--- config.mk ---
export PLATFORM = sky130hd
export DESIGN_NAME = bus_cycle_controller_flat
export DESIGN_NICKNAME = d
export VERILOG_FILES = /design/src/rtl/bus_cycle_controller_if.sv /design/src/rtl/bus_cycle_controller.sv /design/src/flat_wrapper.sv
export SDC_FILE = /design/constraint.sdc
export NUM_CORES = 1
export LEC_CHECK = 0
export ABC_CLOCK_PERIOD_IN_PS = 2100
export CAP_MARGIN = 5
export CORE_MARGIN = 2
export CORE_UTILIZATION = 30
export DETAILED_ROUTE_END_ITERATION = 7
export SETUP_SLACK_MARGIN = 0.5
export SLEW_MARGIN = 20
export SYNTH_ARGS = -nofsm -noshare
export SYNTH_HDL_FRONTEND = slang
export SYNTH_SLANG_ARGS = --single-unit
--- constraint.sdc ---
create_clock -name clock -period 2.1 [get_ports clock]
set_input_delay 0.42 -clock clock [delete_from_list [all_inputs] [get_ports clock]]
set_output_delay 0.42 -clock clock [all_outputs]
set_load 0.005 [all_outputs]
--- src/rtl/bus_cycle_controller_if.sv ---
// bus_cycle_controller_if: bus strobes, decode inputs and DSACK/BERR responses of one bus cycle controller.
interface bus_cycle_controller_if #(
  parameter int CHANNELS = 8,
  parameter int WS_WIDTH = 4
);
  logic                         as;
  logic [CHANNELS-1:0]          cs;
  logic [1:0]                   port_width;
  logic [CHANNELS*WS_WIDTH-1:0] ws_config;
  logic                         ext_wait;
  logic                         fpu_selected;
  logic [1:0]                   n_dsack;
  logic                         dsack_oe;
  logic                         n_berr;
  logic                         busy;
  modport master (
    output as, cs, port_width, ws_config, ext_wait, fpu_selected,
    input  n_dsack, dsack_oe, n_berr, busy
  );
  modport slave (
    input  as, cs, port_width, ws_config, ext_wait, fpu_selected,
    output n_dsack, dsack_oe, n_berr, busy
  );
endinterface

--- src/rtl/bus_cycle_controller.sv ---
// bus_cycle_controller: wait-state insertion, DSACK sizing, bus-error timeout and coprocessor pass-through.
module bus_cycle_controller #(
  parameter int CHANNELS = 8,
  parameter int WS_WIDTH = 4,
  parameter int TIMEOUT  = 255
) (
  input logic                   clock,
  input logic                   n_reset,
  bus_cycle_controller_if.slave bus
);
  localparam int TO_WIDTH = $clog2(TIMEOUT + 1);
  typedef enum logic [2:0] {IDLE, WAIT, ACK, BERR, PASS} state_t;
  state_t              state_q, state_d;
  logic [WS_WIDTH-1:0] cnt_q, cnt_d, ws_sel;
  logic [TO_WIDTH-1:0] to_q, to_d, to_inc;
  logic [1:0]          width_q, width_d;
  logic                armed_q, armed_d;
  logic                to_hit, start;
  always_comb begin
    ws_sel = '0;
    for (int i = 0; i < CHANNELS; i++)
      ws_sel = ws_sel | (bus.cs[i] ? bus.ws_config[i*WS_WIDTH +: WS_WIDTH] : '0);
  end
  // armed_q: an IDLE edge has seen as low since the last cycle (or reset)
  always_comb begin
    state_d = state_q;
    cnt_d   = cnt_q;
    width_d = width_q;
    armed_d = armed_q;
    to_inc  = to_q + TO_WIDTH'(1);
    to_hit  = bus.as && to_inc == TO_WIDTH'(TIMEOUT);
    start   = bus.as && armed_q;
    to_d    = (state_q == IDLE && !bus.as) ? '0 :
              (bus.as && (state_q == IDLE || state_q == WAIT)) ? to_inc : to_q;
    case (state_q)
      IDLE: begin
        if (start && bus.fpu_selected) state_d = PASS;
        else if (to_hit) state_d = BERR;
        else if (start && |bus.cs) begin
          if (!$onehot(bus.cs) || bus.port_width == 2'b00) state_d = BERR;
          else begin
            width_d = bus.port_width;
            cnt_d   = ws_sel;
            state_d = (ws_sel == '0 && !bus.ext_wait) ? ACK : WAIT;
          end
        end
        armed_d = !bus.as || (armed_q && state_d == IDLE);
      end
      WAIT: begin
        if (!bus.as) state_d = IDLE;
        else if (to_hit) state_d = BERR;
        else if (!bus.ext_wait) begin
          cnt_d   = cnt_q - WS_WIDTH'(1);
          state_d = cnt_q <= WS_WIDTH'(1) ? ACK : WAIT;
        end
      end
      ACK, BERR, PASS: state_d = bus.as ? state_q : IDLE;
      default: state_d = IDLE;
    endcase
  end
  always_ff @(posedge clock or negedge n_reset) begin
    if (!n_reset) begin
      state_q <= IDLE;
      cnt_q   <= '0;
      to_q    <= '0;
      width_q <= '0;
      armed_q <= 1'b1;
    end else begin
      state_q <= state_d;
      cnt_q   <= cnt_d;
      to_q    <= to_d;
      width_q <= width_d;
      armed_q <= armed_d;
    end
  end
  // width 11/10/01 maps to DSACK 00/01/10
  assign bus.n_dsack  = state_q == ACK ? ~width_q : 2'b11;
  assign bus.dsack_oe = state_q != PASS;
  assign bus.n_berr   = state_q != BERR;
  assign bus.busy     = state_q != IDLE;
endmodule
--- src/flat_wrapper.sv ---
// flat-port wrapper written by rule: the top's interface ports become plain ports
module bus_cycle_controller_flat 
#(
  parameter int CHANNELS = 8,
  parameter int WS_WIDTH = 4,
  parameter int TIMEOUT  = 255
)
  (clock, n_reset, bus_as, bus_cs, bus_port_width, bus_ws_config, bus_ext_wait, bus_fpu_selected, bus_n_dsack, bus_dsack_oe, bus_n_berr, bus_busy);
  bus_cycle_controller_if #(.CHANNELS(CHANNELS), .WS_WIDTH(WS_WIDTH)) bus_i ();
  input logic clock;
  input logic n_reset;
  input wire logic [$bits(bus_i.as)-1:0] bus_as;
  input wire logic [$bits(bus_i.cs)-1:0] bus_cs;
  input wire logic [$bits(bus_i.port_width)-1:0] bus_port_width;
  input wire logic [$bits(bus_i.ws_config)-1:0] bus_ws_config;
  input wire logic [$bits(bus_i.ext_wait)-1:0] bus_ext_wait;
  input wire logic [$bits(bus_i.fpu_selected)-1:0] bus_fpu_selected;
  output wire logic [$bits(bus_i.n_dsack)-1:0] bus_n_dsack;
  output wire logic [$bits(bus_i.dsack_oe)-1:0] bus_dsack_oe;
  output wire logic [$bits(bus_i.n_berr)-1:0] bus_n_berr;
  output wire logic [$bits(bus_i.busy)-1:0] bus_busy;
  assign bus_i.as = bus_as;
  assign bus_i.cs = bus_cs;
  assign bus_i.port_width = bus_port_width;
  assign bus_i.ws_config = bus_ws_config;
  assign bus_i.ext_wait = bus_ext_wait;
  assign bus_i.fpu_selected = bus_fpu_selected;
  assign bus_n_dsack = bus_i.n_dsack;
  assign bus_dsack_oe = bus_i.dsack_oe;
  assign bus_n_berr = bus_i.n_berr;
  assign bus_busy = bus_i.busy;
  bus_cycle_controller #(.CHANNELS(CHANNELS), .WS_WIDTH(WS_WIDTH), .TIMEOUT(TIMEOUT)) u_core (.clock(clock), .n_reset(n_reset), .bus(bus_i));
endmodule
==> key figures <==
Outcome
  • Status: finished with violations
  • Failing checks: negative setup slack

Detailed routing
  • Post-route ant nets: 0
  • DRC viols: 0
  • Drt via density: ~5.2
  • Detailed Routing Iterations Pass 1: 4
  • DR iter-0 viols: 65
  • Final Routed Wirelength: 5500 µm
  • Vias: between 1500 and 2000
  • Routed length per placed instance: 14.5 µm

Placed design
  • Buffers on Ports: 51
  • Cells after DPL: 356
  • Placer Congestion: between 0.8 and 0.9
  • Dpl hpwl: between 4000 and 5000 µm

Pwr
  • Clock Power Share: a little under an eighth
  • PwrDens: between 700 and 800 nW/µm²
  • PnR Total Power: 2.26 mW
  • Sequential share of power: about a quarter
  • Net Sw Frac: 39.6%
  • Switching power: about 0.9 mW
  • Worst vdd ir: ~0.38 mV
  • Leakage: around 1.3 nW
  • Logic pwr share: between 60% and 70%
  • Internal Power: 1.37 mW

Die
  • Die Height: ~80 µm
  • Placement Rows: 27
  • Die area: about 6500 µm²
  • Top-level port count: 52
  • Starting density of the core: between 30% and 40%
  • Chip width: 80.6 µm
  • Core area: ~5600 µm²

Logic synthesis
  • Post-synth top area share: between 20 and 25%
  • Yosys cell types: 50
  • Yosys top cell by area: dfrtp_1
  • Post-Syn Area: between 1500 and 2000 µm²
  • Yosys warning count: 0
  • Number of synthesized flops with an enable pin: 0
  • Main area contributors after synthesis: dfrtp_1 (24%), ha_1 (10%), a22oi_1 (6.8%)
  • #FFs+latches synth: 18
  • Post-synthesis sequential area ratio: ~26%
  • Post-synth ARST share: 100%
  • Avg Inst Size Synth: 8.22 µm²
  • Syn Inst Count: around 210
  • Mapped Nets: 279
  • Post-synth top flop: dfrtp_1

STA
  • Slew Viols, Final: 0
  • Max-slew headroom: about four fifths
  • Tmin final: 3.22 ns
  • Unrepaired setup endpoints after global routing: yes
  • F_max: approximately 310 MHz
  • Final Setup Violations: 8
  • Worst slew pin tran: approximately 0.33 ns
  • PnR worst setup slack: -1.12 ns
  • Hold Fails Final Rpt: 0
  • Fin crit share: 154%
  • Max Clock Skew: roughly 0.0066 ns

Final layout
  • Area growth, synth to finish: 70.8%
  • Final std cells w/o fill: 379
  • Layout cell share with drive strength beyond 1: between 30% and 40%
  • Commonest non-fill, non-tap cell in the layout: clkdlybuf4s50_1
  • Final nets: 373
  • Antenna Cells: 0
  • Filler Cells Inserted: about 520
  • Most frequent cells in the layout: clkdlybuf4s50_1 (37), buf_4 (36), dfrtp_1 (17), nand2_1 (16), a22oi_1 (16)

Global route
  • Grt total ovfl: 0
  • Initial antenna violation count: 0
  • Vias in the first global route: between 2000 and 2500
  • Largest net degree at the start of global routing: 19
  • Total GRT Usage: between 10% and 20%
  • First-pass GRT wire length: slightly above 9000 µm

Clocking
  • Clock sink total: 18
  • Worst-Skew Late Latency: around 0.26 ns
  • Reg clk slew, reported paths: ~0.07 ns
  • H-tree Lvls: 1
  • CTS tree: built
  • Worst-case clock buffer depth: 2
  • Root buf cell: clkbuf_8
  • CTS Buf Count: 3

Critical path
  • Req. time, crit path: about 2.2 ns
  • Crit Path Class: input port to flop
  • Critical Path AT: roughly 3.4 ns
  • Crit Path Max Fanout: 3
  • Worst reg2reg setup slack: 0.07 ns
  • Crit. End Element: flop
  • CP Launch Type: input port

Worst hold path
  • HP Class: input port to asynchronous set/reset pin

Run
  • Maxcap violations: 0
Yosys cell counts, types with 2 or more instances:
| library cell | count |
|---|---|
| or4_1 | 2 |
| and2_1 | 3 |
| ha_1 | 14 |
| buf_2 | 4 |
| inv_1 | 19 |
| a211oi_1 | 2 |
| nand4_1 | 10 |
| nor2b_1 | 2 |
| fa_1 | 4 |
| clkbuf_1 | 5 |
| nor2_1 | 15 |
| mux2_2 | 2 |
| or2_2 | 2 |
| nor3b_1 | 2 |
| nand3b_1 | 4 |
| a31oi_1 | 4 |
| a2bb2oi_1 | 3 |
| dfrtp_1 | 17 |
| o21ai_0 | 18 |
| a211o_1 | 2 |
| nand2_1 | 17 |
| a22oi_1 | 16 |
| and3_1 | 3 |
| a21oi_1 | 10 |
| nand3_1 | 6 |
| or3_1 | 3 |
| buf_6 | 2 |
registers in the layout, summed over array words and instances (netlist names):
signal and flops:
u_core.armed_q 1, u_core.cnt_q 4, u_core.state_q 3, u_core.to_q 8, u_core.width_q 2
path summary, 6_finish.rpt:
| path | from | endpoint | cells past startpoint |
|---|---|---|---|
| max reg2reg | u_core.to_q[3] | u_core.width_q[1] | 5 |
| min in group clock | u_core.width_q[0] | u_core.width_q[0] | 1 |
| min | n_reset | u_core.to_q[2] | 2 |
| max | bus_cs[7] | u_core.width_q[1] | 12 |
| min reg2reg | u_core.width_q[0] | u_core.width_q[0] | 1 |
| max in group asynchronous | n_reset | u_core.armed_q | 2 |
metrics by stage:
stage | instance area (µm²) | util (%) | hold slack, ns | TNS (ns) | worst slack (ns)
floorplan | 1850 | - | 0.124 | -9.11 | -1.25
global placement | 2610 | 46.8 | 0.508 | -15.36 | -1.98
detailed placement | 2610 | 46.8 | 0.496 | -15.66 | -2.01
CTS | 2880 | 51.6 | 0.500 | -8.65 | -1.13
global route | 3010 | 53.9 | 0.520 | -9.56 | -1.25
finish | 3010 | 53.9 | 0.494 | -8.54 | -1.12
worst max-delay path, stage by stage:
cell      delay (ns)
buf_8           0.10
ha_4            0.15
fa_1            0.53
inv_1           0.05
fa_1            0.49
inv_1           0.04
ha_2            0.16
fa_1            0.45
nor4b_2         0.26
nand2_1         0.16
a211oi_4        0.23
mux2_4          0.32
per-layer routing:
metal  vias to the layer above  share of wire [%]  global-route usage [%]
met5                         -                  0                       0
met3                        10                4.9                    2.58
met4                         0                1.1                    4.41
li1                        985                  -                       -
met1                       909                 42                    20.6
met2                        67                 52                    33.3
cell type report:
class | instances | area, µm² | area share [%]
Tap cell | 72 | 90.1 | 3.00
Sequential cell | 18 | 452 | 15.0
Inverter | 19 | 78.8 | 2.62
Clock buffer | 4 | 45.0 | 1.50
Timing Repair Buffer | 100 | 922 | 30.7
Multi-Input combinational cell | 166 | 1420 | 47.2
logic make-up (layout without fill, tap and decap cells):
kind of cell / Yosys count / count (layout) / share of synthesized area [%]
simple gates: 76 / 76 / 23.6
compound gates: 69 / 69 / 26.8
buf+inv: 30 / 123 / 7.54
fa+ha+maj: 18 / 18 / 14.5
flops: 18 / 18 / 25.7
mux: 3 / 3 / 1.85
power groups by stage:
stage	combinational [mW]	sequential [mW]	clock, mW
after global routing	1.60	0.554	0.282
final	1.47	0.541	0.257
after CTS	1.35	0.535	0.263
after floorplan	0.733	0.507	0
after detailed placement	1.11	0.527	0
after global placement	1.09	0.527	0
timing repair:
item	in CTS	in global routing
hold buffers	0	0
resized for setup	85	34
buffers inserted	15	4
pin swaps	27	6
setup endpoints to repair	19	20
Note: power is estimated with default switching activity, not from simulation.
